## src/rtl/mul_iter_pkg.sv

```systemverilog
// Shared types and constants for the iterative multiplier.
package mul_iter_pkg;

    typedef enum logic [1:0] {
        IDLE = 2'd0,
        BUSY = 2'd1,
        DONE = 2'd2
    } mul_state_t;

    localparam int unsigned MUL_CYCLES = 32;

endpackage

```

## src/rtl/mul_step.sv

```systemverilog
// One radix-2 shift-add step: conditionally adds the shifted multiplicand magnitude.
module mul_step #(
    parameter int unsigned WIDTH = 32,
    parameter int unsigned CNT_W = $clog2(WIDTH)
) (
    input  logic [2*WIDTH-1:0] p,
    input  logic [WIDTH-1:0]   mag_a,
    input  logic               b_bit,
    input  logic [CNT_W-1:0]   cnt,
    output logic [2*WIDTH-1:0] p_next
);

    // Sum of magnitudes cannot exceed 2*WIDTH bits, so no carry out is lost.
    assign p_next = b_bit ? (p + ((2*WIDTH)'(mag_a) << cnt)) : p;

endmodule

```

## src/rtl/mul_iter.sv

```systemverilog
// Iterative WIDTHxWIDTH multiplier: sign/magnitude capture, shift-add over WIDTH
// cycles, final negation, registered Busy/Valid/Result.
module mul_iter
    import mul_iter_pkg::*;
#(
    parameter int unsigned WIDTH = MUL_CYCLES
) (
    input  logic                 Clock,
    input  logic                 nReset,
    input  logic                 Start,
    input  logic                 Signed,
    input  logic                 Flush,
    input  logic [WIDTH-1:0]     A,
    input  logic [WIDTH-1:0]     B,
    output logic                 Busy,
    output logic                 Valid,
    output logic [2*WIDTH-1:0]   Result
);

    localparam int unsigned CNT_W = $clog2(WIDTH);
    localparam int unsigned PW    = 2 * WIDTH;

    mul_state_t       state;
    logic [CNT_W-1:0] cnt;
    logic [WIDTH-1:0] mag_a;
    logic [WIDTH-1:0] mag_b;
    logic             neg;
    logic [PW-1:0]    p;
    logic [PW-1:0]    p_next;
    logic             last_c;

    assign last_c = (cnt == CNT_W'(WIDTH - 1));

    mul_step #(
        .WIDTH (WIDTH),
        .CNT_W (CNT_W)
    ) u_step (
        .p      (p),
        .mag_a  (mag_a),
        .b_bit  (mag_b[cnt]),
        .cnt    (cnt),
        .p_next (p_next)
    );

    // FSM, operand capture and output registers; Flush outranks Start.
    always_ff @(posedge Clock or negedge nReset) begin
        if (!nReset) begin
            state  <= IDLE;
            cnt    <= '0;
            mag_a  <= '0;
            mag_b  <= '0;
            neg    <= 1'b0;
            p      <= '0;
            Busy   <= 1'b0;
            Valid  <= 1'b0;
            Result <= '0;
        end else begin
            Valid <= 1'b0;
            if (Flush) begin
                state <= IDLE;
                Busy  <= 1'b0;
            end else begin
                case (state)
                    IDLE, DONE: begin
                        if (Start) begin
                            // |min negative| still fits as an unsigned magnitude.
                            mag_a <= (Signed && A[WIDTH-1]) ? -A : A;
                            mag_b <= (Signed && B[WIDTH-1]) ? -B : B;
                            neg   <= Signed & (A[WIDTH-1] ^ B[WIDTH-1]);
                            p     <= '0;
                            cnt   <= '0;
                            state <= BUSY;
                            Busy  <= 1'b1;
                        end else begin
                            state <= IDLE;
                        end
                    end
                    BUSY: begin
                        p   <= p_next;
                        cnt <= cnt + CNT_W'(1);
                        if (last_c) begin
                            Result <= neg ? -p_next : p_next;
                            state  <= DONE;
                            Busy   <= 1'b0;
                            Valid  <= 1'b1;
                        end
                    end
                    default: begin
                        state <= IDLE;
                        Busy  <= 1'b0;
                    end
                endcase
            end
        end
    end

endmodule

```

## config.mk

```make
export PLATFORM = sky130hd
export DESIGN_NAME = mul_iter
export DESIGN_NICKNAME = d
export VERILOG_FILES = /design/src/rtl/mul_iter_pkg.sv /design/src/rtl/mul_step.sv /design/src/rtl/mul_iter.sv
export SDC_FILE = /design/constraint.sdc
export NUM_CORES = 1
export LEC_CHECK = 0
export ABC_AREA = 1
export CORE_MARGIN = 10
export CORE_UTILIZATION = 45
export DETAILED_ROUTE_END_ITERATION = 6
export HOLD_SLACK_MARGIN = 0.08
export PLACE_DENSITY = 0.6
export SYNTH_ARGS = -nofsm -noshare
export SYNTH_HDL_FRONTEND = slang
export SYNTH_SLANG_ARGS = --single-unit
```

## constraint.sdc

```tcl
create_clock -name Clock -period 6.63 [get_ports Clock]
set_input_delay 0.663 -clock Clock [delete_from_list [all_inputs] [get_ports Clock]]
set_output_delay 0.663 -clock Clock [all_outputs]
set_load 0.005 [all_outputs]
```

==> out/qor.yml, run 1 <==
clock_network:
  post_cts_resized: 0
  numCtsBuffers: 25
  clock_sinks: 202
  clockBufferDepth: 3
  path_clk_slew_ps: 60
  cts_htree_levels: 1
  holdBufCountCts: 0
  cts_setup_buffers: 0
  cts_tree: "done"
  root_buffer: "clkbuf_16"
  clk_latency_ps: 570
finish:
  nFillCells: 4686
  finish.net_count: 3623
  mostFrequentLayoutCells: "nand2_1, inv_1, nor2_1, nand3_1, o21ai_0"
  layout-drive-gt1-share_pct: 3.74
  n_antenna_cell: 0
  fin_util_pct: 51.8
  syn_to_final_growth_pct: 13.1
  final_common_cell: "nand2_1"
sta:
  grt_setup_unrepaired: "no"
  holdWs_ps: 126
  tightest_slew_ps: 1040
  clock.fmax_ghz: 0.174
  finalCriticalPeriod_ps: 5730
  setup_tns_ps: 0
  clock-skew-final_ps: 31.8
  slew_headroom_pct: 30.2
  slew_viol_final: 0
  hold_viol: 0
  finalSetupViolCount: 0
  post-route-period-util_pct: 86.5
setup_path:
  r2r_cells: 29
  crit_top_cell: "nand2_1"
  crit_required_ps: 7080
  cpMaxStageDelayCell: "dfrtp_2"
  startpoint_type: "flop"
  max_stage_delay_ps: 800
  regToRegSetupSlack_ps: 900
  crit_path_max_fanout: 44
  path_class: "flop to flop"
  cp-end-kind: "flop"
  crit_arrival_ps: 6180
  r2r_end: "Result[53]"
  worstReg2RegStart: "cnt[0]"
yosys:
  syn_avg_cell_area_um2: 5.80
  synth_ff_type: "dfrtp_1"
  synth_enable_flop_cells: 0
  synth_cells: 3420
  async_reset_ff_share_pct: 100
  seq_area_frac_synth_pct: 25.5
  ys_warn_count: 0
  syn_nets: 3558
  ys_types: 47
  synth-seq-cells: 202
  syn_area_um2: 19800
global_route:
  grt_pass1_wl_mm: 113
  grt_max_degree: 116
  grtUsageTotal_pct: 26.7
  grt_pass1_vias: 20265
  antenna_found_initial: 0
  gr-total-overflow: 0
placed_design:
  port_buffers: 134
  gp_congestion: 1.15
  dpl.hpwl_mm: 59.6
route:
  vias: 21677
  drc: 0
  wl_per_cell_um: 18.0
  drtPass1Iterations: 7
  wl_mm: 73.4
  via_per_inst: 5.30
  antenna_left: 0
  drt_iter0_drc: 1967
pwr:
  finalPower_mw: 9.10
  p_per_area_nw_per_um2: 405
  vdd_ir_drop_max_uv: 220
  leakage_nw: 11.9
min_path:
  hp-class: "primary input to async pin"
floorplanning:
  start_util_pct: 45.8
  die_w_um: 230
  die_area_um2: 52900
  rows: 76
  coreArea_um2: 43400
  ios: 135
  fp.dieH_um: 230
flow_run:
  maxCapViolations: 0
run_status:
  outcome: "finished, final reports clean"
==> worst max path at each step <==
stage,cells past startpoint,to,from
floorplan,35,Result[54],cnt[0]
global placement,29,Result[53],cnt[0]
detailed placement,29,Result[53],cnt[0]
CTS,29,Result[53],cnt[0]
global route,30,Result[53],cnt[0]
finish,29,Result[53],cnt[0]
==> through the flow <==
| stage | setup slack [ps] | cell area [um2] | cells |
|---|---|---|---|
| floorplan | 2550 | 19800 | 3420 |
| detailed placement | 1010 | 21600 | 4043 |
| CTS | 1010 | 22400 | 4088 |
| finish | 896 | 22400 | 4088 |
| global route | 431 | 22400 | 4088 |
| global placement | 1030 | 21600 | 4043 |
==> cells by family (layout without fill, tap and decap cells) <==
family,after synthesis,count (layout),synth area share [%]
and+or+nand+nor,2027,2027,42.4
xor gates and xnor gates,100,100,4.41
adders and majority gates,69,69,4.39
buffers and inverters,607,690,12.0
muxes,17,17,0.857
DFF,202,202,25.5
AOI/OAI and AO/OA,398,398,10.5
==> cells in the mapped netlist (3+ instances only) <==
| library cell | n | share of area (%) |
|---|---|---|
| inv_2 | 10 | 0.19 |
| inv_1 | 479 | 9.1 |
| a31oi_1 | 10 | 0.32 |
| nand3b_1 | 17 | 0.64 |
| o22ai_1 | 25 | 0.79 |
| a21oi_1 | 73 | 1.8 |
| mux2i_1 | 17 | 0.86 |
| o21ai_0 | 263 | 6.6 |
| nor4_1 | 9 | 0.28 |
| a22oi_1 | 6 | 0.23 |
| nand2_2 | 20 | 0.63 |
| o21ai_1 | 10 | 0.25 |
| buf_4 | 3 | 0.11 |
| o21bai_1 | 7 | 0.26 |
| ha_1 | 68 | 4.3 |
| nor2_4 | 6 | 0.34 |
| nor2_1 | 303 | 5.7 |
| clkbuf_1 | 70 | 1.3 |
| nand2_1 | 1282 | 24 |
| buf_1 | 20 | 0.38 |
| buf_2 | 13 | 0.33 |
| nand3_2 | 4 | 0.20 |
| buf_6 | 7 | 0.40 |
| xnor2_1 | 25 | 1.1 |
| or2_2 | 4 | 0.13 |
| nor2_2 | 9 | 0.28 |
| nor3_1 | 37 | 0.93 |
| clkinv_1 | 3 | 0.057 |
| nand4_1 | 27 | 0.85 |
| xor2_1 | 75 | 3.3 |
| nand3_1 | 298 | 7.5 |
| dfrtp_1 | 202 | 25 |
==> flip-flops by register name, summed over array words and instances (netlist names) <==
register / cells
neg: 1
Valid: 1
mag_a: 32
cnt: 5
mag_b: 32
Busy: 1
Result: 64
state: 2
p: 64
==> layer usage <==
metal	share of wire, %	up-vias	track usage, %
met5	0	-	0
met2	44	782	42.2
li1	-	10874	-
met1	44	9884	35.6
met4	4.2	0	10.8
met3	7.8	137	4.48
==> area by class of cell <==
cell class                 instances  area, um2  share of cell area (%)
clock buffer                      34        719                    3.20
clock inverter                    11        149                   0.663
inverter                         493       1860                    8.28
multi-input combinational       2611      12400                    55.4
sequential                       202       5060                    22.5
tap                              585        732                    3.26
timing repair buffer             152       1510                    6.70
==> critical path: cells and delay by family, from the launching register on <==
| family | cells | cell delay [ps] |
|---|---|---|
| AOI/OAI and AO/OA | 4 | 960 |
| adders and majority gates | 1 | 470 |
| buffers and inverters | 1 | 250 |
| DFF | 1 | 800 |
| and+or+nand+nor | 23 | 3120 |
==> power by group <==
part	internal, mW	total [mW]	leakage (nW)	switching (mW)
clock	0.878	1.47	0.419	0.588
sequential	1.62	1.98	2.61	0.362
combinational	1.88	5.65	8.87	3.77
total	4.38	9.10	11.9	4.72
Power figures use the tool's default switching activity.
==> run 2: changes to the inputs <==
REMOVE_ABC_BUFFERS = 1   (was unset)
==> out/qor.yml, run 2 (synthesized netlist as in run 1, its figures left out) <==
run_status:
  outcome: "finished, final reports clean"  # unchanged
finish:
  reg.largest.list: "Result: 64 flops, p: 64 flops"  # unchanged
  finish.net_count: 3624  # was 3623
  final_common_cell: "nand2_1"  # unchanged
  fin_util_pct: 51.7  # was 51.8%
  nFillCells: 4678  # was 4686
  layout-drive-gt1-share_pct: 3.71  # was 3.74%
  syn_to_final_growth_pct: 12.9  # was 13.1%
  mostFrequentLayoutCells: "nand2_1, inv_1, nor2_1, nand3_1, o21ai_0"  # unchanged
route:
  wl_per_cell_um: 18.8  # was 18.0 um
  wl_mm: 76.9  # was 73.4 mm
  via_per_inst: 5.41  # was 5.30
  antenna_left: 0  # unchanged
  drc: 0  # unchanged
  drt_iter0_drc: 2234  # was 1967
  drtPass1Iterations: 6  # was 7
  vias: 22127  # was 21677
placed_design:
  port_buffers: 134  # unchanged
  gp_congestion: 1.02  # was 1.15
  dpl.hpwl_mm: 62.6  # was 59.6 mm
sta:
  finalCriticalPeriod_ps: 5810  # was 5730 ps
  post-route-period-util_pct: 87.6  # was 86.5%
  clock.fmax_ghz: 0.172  # was 0.174 GHz
  finalSetupViolCount: 0  # unchanged
  grt_setup_unrepaired: "no"  # unchanged
  tightest_slew_ps: 1170  # was 1040 ps
  clock-skew-final_ps: 20.9  # was 31.8 ps
  slew_headroom_pct: 21.7  # was 30.2%
  holdWs_ps: 179  # was 126 ps
  setup_tns_ps: 0  # unchanged
  slew_viol_final: 0  # unchanged
  hold_viol: 0  # unchanged
setup_path:
  crit_required_ps: 7080  # about the same
  max_stage_delay_ps: 470  # was 800 ps
  critPathBufInv: 1  # unchanged
  crit_arrival_ps: 6260  # was 6180 ps
  path_class: "flop to flop"  # unchanged
  worstReg2RegStart: "cnt[1]"  # was cnt[0]
  cpMaxStageDelayCell: "inv_2"  # was dfrtp_2
  crit_path_max_fanout: 41  # was 44
  cp-end-kind: "flop"  # unchanged
  startpoint_type: "flop"  # unchanged
  cp_top_family: "simple AND/OR/NAND/NOR gates"  # unchanged
  crit_top_cell: "nand2_1"  # unchanged
  startpoint: "cnt[1]"  # was cnt[0]
pwr:
  leakage_nw: 11.9  # about the same
  p_per_area_nw_per_um2: 406  # was 405 nW/um2
  vdd_ir_drop_max_uv: 262  # was 220 uV
clock_network:
  cts_tree: "done"  # unchanged
  root_buffer: "clkbuf_16"  # unchanged
  path_clk_slew_ps: 60  # about the same
  numCtsBuffers: 25  # unchanged
  holdBufCountCts: 0  # unchanged
  clk_latency_ps: 560  # was 570 ps
  cts_htree_levels: 1  # unchanged
  cts_setup_buffers: 0  # unchanged
  clock_sinks: 202  # unchanged
  clockBufferDepth: 3  # unchanged
  post_cts_resized: 0  # unchanged
global_route:
  grt_pass1_wl_mm: 118  # was 113 mm
  grt_pass1_vias: 20458  # was 20265
  grtUsageTotal_pct: 28.2  # was 26.7%
  gr-total-overflow: 0  # unchanged
  antenna_found_initial: 1  # was 0
  grt_max_degree: 108  # was 116
min_path:
  hp-class: "primary input to async pin"  # unchanged
floorplanning:
  start_util_pct: 45.8  # unchanged
  die_w_um: 230  # unchanged
  rows: 76  # unchanged
  coreArea_um2: 43400  # unchanged
  ios: 135  # unchanged
  die_area_um2: 52900  # unchanged
  fp.dieH_um: 230  # unchanged
flow_run:
  maxCapViolations: 0  # unchanged
[run 2: cell count changes in the layout (fill, tap and decap cells not counted)]
cell | previous run | this run
bufinv_16 | 3 | 1
clkinv_2 | 2 | 5
clkinvlp_4 | 3 | 2
nand2_4 | 2 | 3
clkbuf_8 | 7 | 6
nand2_2 | 22 | 21
clkinv_4 | 0 | 1
diode_2 | 0 | 1
inv_6 | 4 | 2
clkbuf_1 | 3 | 5
buf_4 | 16 | 17
[run 2: area by class of cell]
type	count	area, um2	area share (%)
Tap cell	585	732	3.27
Timing Repair Buffer	153	1510	6.75
Clock buffer	35	713	3.18
Inverter	493	1860	8.30
Clock inverter	10	87.6	0.391
Sequential cell	202	5060	22.6
Antenna cell	1	2.50	0.0112
Multi-Input combinational cell	2611	12400	55.5
[run 2: per-layer routing]
metal	GRT usage (%)	share of wire (%)	wire (um)
met1	39.9	46	35400
met2	44.7	44	33700
met3	2.66	7.2	5520
met4	8.06	2.9	2220
met5	0	0	0
[run 2: worst paths after layout]
| path | slack [ps] | cells after the start | endpoint |
|---|---|---|---|
| setup / recovery | 820 | 26 | Result[53] |
| hold / removal | 180 | 1 | Result[21] |
| setup reg to reg | 820 | 26 | Result[53] |
| hold reg to reg | 480 | 2 | Result[34] |
| max in group asynchronous | 5350 | 2 | neg |
| min in group Clock | 480 | 2 | Result[34] |
[run 2: per-stage QoR]
step	setup WS [ps]	area, um2	power, mW	instances
6_report	824	22400	9.08	4090
5_1_grt	630	22400	9.82	4089
4_1_cts	1070	22400	8.98	4089
3_5_place_dp	1100	21600	7.58	4044
3_3_place_gp	1180	21600	7.51	4044
2_1_floorplan	832	19300	5.57	3306
[run 2: report_power, final]
part / internal, mW / total, mW / switching [mW]
registers: 1.62 / 1.96 / 0.340
logic: 1.88 / 5.75 / 3.87
clock network: 0.788 / 1.38 / 0.587
total: 4.29 / 9.08 / 4.79
==> run 3: changes to the inputs <==
CTS_CLUSTER_SIZE = 12   (was unset)
PLACE_DENSITY = 0.59   (was 0.6)
SYNTH_HIERARCHICAL = 1   (was unset)
==> out/qor.yml, run 3 <==
run_status:
  outcome: "finished, final reports clean"  # unchanged
floorplanning:
  coreArea_um2: 44400  # was 43400 um2
  start_util_pct: 45.7  # was 45.8%
  ios: 135  # unchanged
  die_area_um2: 54000  # was 52900 um2
  rows: 77  # was 76
  die_w_um: 232  # was 230 um
  fp.dieH_um: 232  # was 230 um
setup_path:
  crit_arrival_ps: 6240  # was 6260 ps
  max_stage_delay_ps: 640  # was 470 ps
  crit_top_cell: "nand2_1"  # unchanged
  cp_top_family: "compound AO/OA/AOI/OAI gates"  # was simple AND/OR/NAND/NOR gates
  crit_required_ps: 7060  # was 7080 ps
  startpoint_type: "flop"  # unchanged
  path_class: "flop to flop"  # unchanged
  crit_path_max_fanout: 50  # was 41
  cpMaxStageDelayCell: "a21oi_1"  # was inv_2
  critPathBufInv: 2  # was 1
  cp-end-kind: "flop"  # unchanged
sta:
  clock.fmax_ghz: 0.172  # about the same
  finalCriticalPeriod_ps: 5800  # was 5810 ps
  slew_headroom_pct: 15.1  # was 21.7%
  setup_tns_ps: 0  # unchanged
  tightest_slew_ps: 1260  # was 1170 ps
  clock-skew-final_ps: 11.1  # was 20.9 ps
  timing.final.ws_setup_ps: 829  # was 824 ps
  grt_setup_unrepaired: "no"  # unchanged
  holdWs_ps: 208  # was 179 ps
  hold_viol: 0  # unchanged
  post-route-period-util_pct: 87.5  # was 87.6%
  slew_viol_final: 0  # unchanged
  finalSetupViolCount: 0  # unchanged
route:
  wl_mm: 76.2  # was 76.9 mm
  via_per_inst: 5.41  # about the same
  drt_iter0_drc: 1873  # was 2234
  drc: 0  # unchanged
  drtPass1Iterations: 6  # unchanged
  antenna_left: 0  # unchanged
  vias: 22636  # was 22127
  wl_per_cell_um: 18.2  # was 18.8 um
pwr:
  pwr-share-seq_pct: 22.3  # was 21.6%
  vdd_ir_drop_max_uv: 225  # was 262 uV
  p_int_mw: 4.04  # was 4.29 mW
  p_comb_share_pct: 59.1  # was 63.3%
  swShare_pct: 49.5  # was 52.8%
  leakage_nw: 12.2  # was 11.9 nW
  p_clk_share_pct: 18.6  # was 15.1%
  p_per_area_nw_per_um2: 349  # was 406 nW/um2
  switchingPower_mw: 3.96  # was 4.79 mW
clock_network:
  post_cts_resized: 0  # unchanged
  root_buffer: "clkbuf_16"  # unchanged
  cts_setup_buffers: 0  # unchanged
  cts_tree: "done"  # unchanged
  holdBufCountCts: 0  # unchanged
  cts_htree_levels: 1  # unchanged
  path_clk_slew_ps: 60  # about the same
  clk_latency_ps: 550  # was 560 ps
  clock_sinks: 202  # unchanged
  numCtsBuffers: 24  # was 25
  clockBufferDepth: 3  # unchanged
finish:
  reg.largest.list: "Result: 64 flops, p: 64 flops"  # unchanged
  layout-drive-gt1-share_pct: 4.70  # was 3.71%
  finish.net_count: 3713  # was 3624
  mostFrequentLayoutCells: "nand2_1, inv_1, nand3_1, nor2_1, dfrtp_1"  # was nand2_1, inv_1, nor2_1, nand3_1, o21ai_0
  syn_to_final_growth_pct: 12.7  # was 12.9%
  n_antenna_cell: 0  # was 1
  final_common_cell: "nand2_1"  # unchanged
  fin_util_pct: 51.5  # was 51.7%
min_path:
  hp-class: "primary input to async pin"  # unchanged
yosys:
  ys_types: 47  # unchanged
  seq_area_frac_synth_pct: 24.9  # was 25.5%
  syn_avg_cell_area_um2: 5.77  # was 5.80 um2
  synth.area.top_cells: "nand2_1, dfrtp_1, nand3_1, inv_1, nor2_1"  # was dfrtp_1, nand2_1, inv_1, nand3_1, o21ai_0
  synth-seq-cells: 202  # unchanged
  async_reset_ff_share_pct: 100  # unchanged
  ys_warn_count: 6  # was 0
  synth_enable_flop_cells: 0  # unchanged
  netlist_top_cells_count: "nand2_1, inv_1, nand3_1"  # was nand2_1, inv_1, nor2_1
  synth_ff_type: "dfrtp_1"  # unchanged
  yosysTopAreaCell: "nand2_1"  # was dfrtp_1
  yosysMostFrequentCell: "nand2_1"  # unchanged
  synth_cells: 3517  # was 3420
  yosysTopAreaCellShare_pct: 24.9  # was 25.5%
  syn_area_um2: 20300  # was 19800 um2
global_route:
  grt_pass1_wl_mm: 117  # was 118 mm
  use_met2_pct: 45.9  # was 44.7%
  gr-total-overflow: 0  # unchanged
  use_met1_pct: 34.0  # was 39.9%
  grtUsageTotal_pct: 27.2  # was 28.2%
  grt_pass1_vias: 21336  # was 20458
  gr-usage-met3_pct: 3.57  # was 2.66%
  antenna_found_initial: 1  # unchanged
  gr-max-usage-layer: "met2"  # unchanged
  grt_max_degree: 105  # was 108
placed_design:
  place_ws_ps: 1030  # was 1100 ps
  port_buffers: 134  # unchanged
  gp_congestion: 1.03  # was 1.02
  dpl.hpwl_mm: 61.6  # was 62.6 mm
flow_run:
  maxCapViolations: 0  # unchanged
## run 3: changes by cell type in the layout (fill, tap and decap cells not counted), sizes merged, moves of 27 or more
| cell | delta |
|---|---|
| inv | -64 |
| nand2 | +53 |
| nand3 | +93 |
| nor2 | +48 |
| o21ai | -30 |
| xor2 | -27 |
## run 3: cells by family (layout without fill, tap and decap cells)
| family | count (synthesis) | count (layout) | synth area share, % |
|---|---|---|---|
| buffers and inverters | 555 | 631 | 10.8 |
| DFF | 202 | 202 | 24.9 |
| muxes | 16 | 16 | 0.789 |
| AOI/OAI and AO/OA | 348 | 348 | 9.28 |
| and+or+nand+nor | 2242 | 2242 | 46.3 |
| xor gates and xnor gates | 85 | 85 | 3.67 |
| adders and majority gates | 69 | 69 | 4.29 |
## run 3: path summary, 6_finish.rpt
path | from | end | slack (ps) | cells after the start
min in group Clock | Result[34] | Result[34] | 480 | 2
min | nReset | Result[4] | 210 | 1
max reg2reg | cnt[0] | Result[57] | 830 | 26
min reg2reg | Result[34] | Result[34] | 480 | 2
max | cnt[0] | Result[57] | 830 | 26
max in group asynchronous | nReset | p[46] | 4980 | 2
## run 3: metrics by stage
| step | power, mW | instances | instance area, um2 |
|---|---|---|---|
| after floorplan | 4.68 | 3394 | 19700 |
| after global placement | 6.40 | 4141 | 22000 |
| after detailed placement | 6.43 | 4141 | 22000 |
| after CTS | 7.95 | 4185 | 22900 |
| after global routing | 8.56 | 4185 | 22900 |
| final | 8.00 | 4185 | 22900 |
## run 3: layout make-up
| cell class | instances | area [um2] |
|---|---|---|
| Fill cell | 4703 | 21500 |
| Multi-Input combinational cell | 2760 | 13100 |
| Sequential cell | 202 | 5060 |
| Inverter | 432 | 1620 |
| Timing Repair Buffer | 155 | 1500 |
| Clock buffer | 37 | 751 |
| Tap cell | 592 | 741 |
| Clock inverter | 7 | 139 |
## run 3: power groups by stage
stage                     Combinational (mW)  Sequential (mW)  Clock (mW)
after detailed placement                4.63             1.80           0
after global routing                    5.17             1.82        1.57
final                                   4.72             1.79        1.49
after global placement                  4.60             1.79           0
after floorplan                         2.89             1.79           0
after CTS                               4.65             1.78        1.52
## run 3: metal layers
metal / up-vias / routed length, um
met2: 840 / 35000
met5: - / 0
li1: 11250 / -
met1: 10377 / 32300
met3: 169 / 5290
met4: 0 / 3590
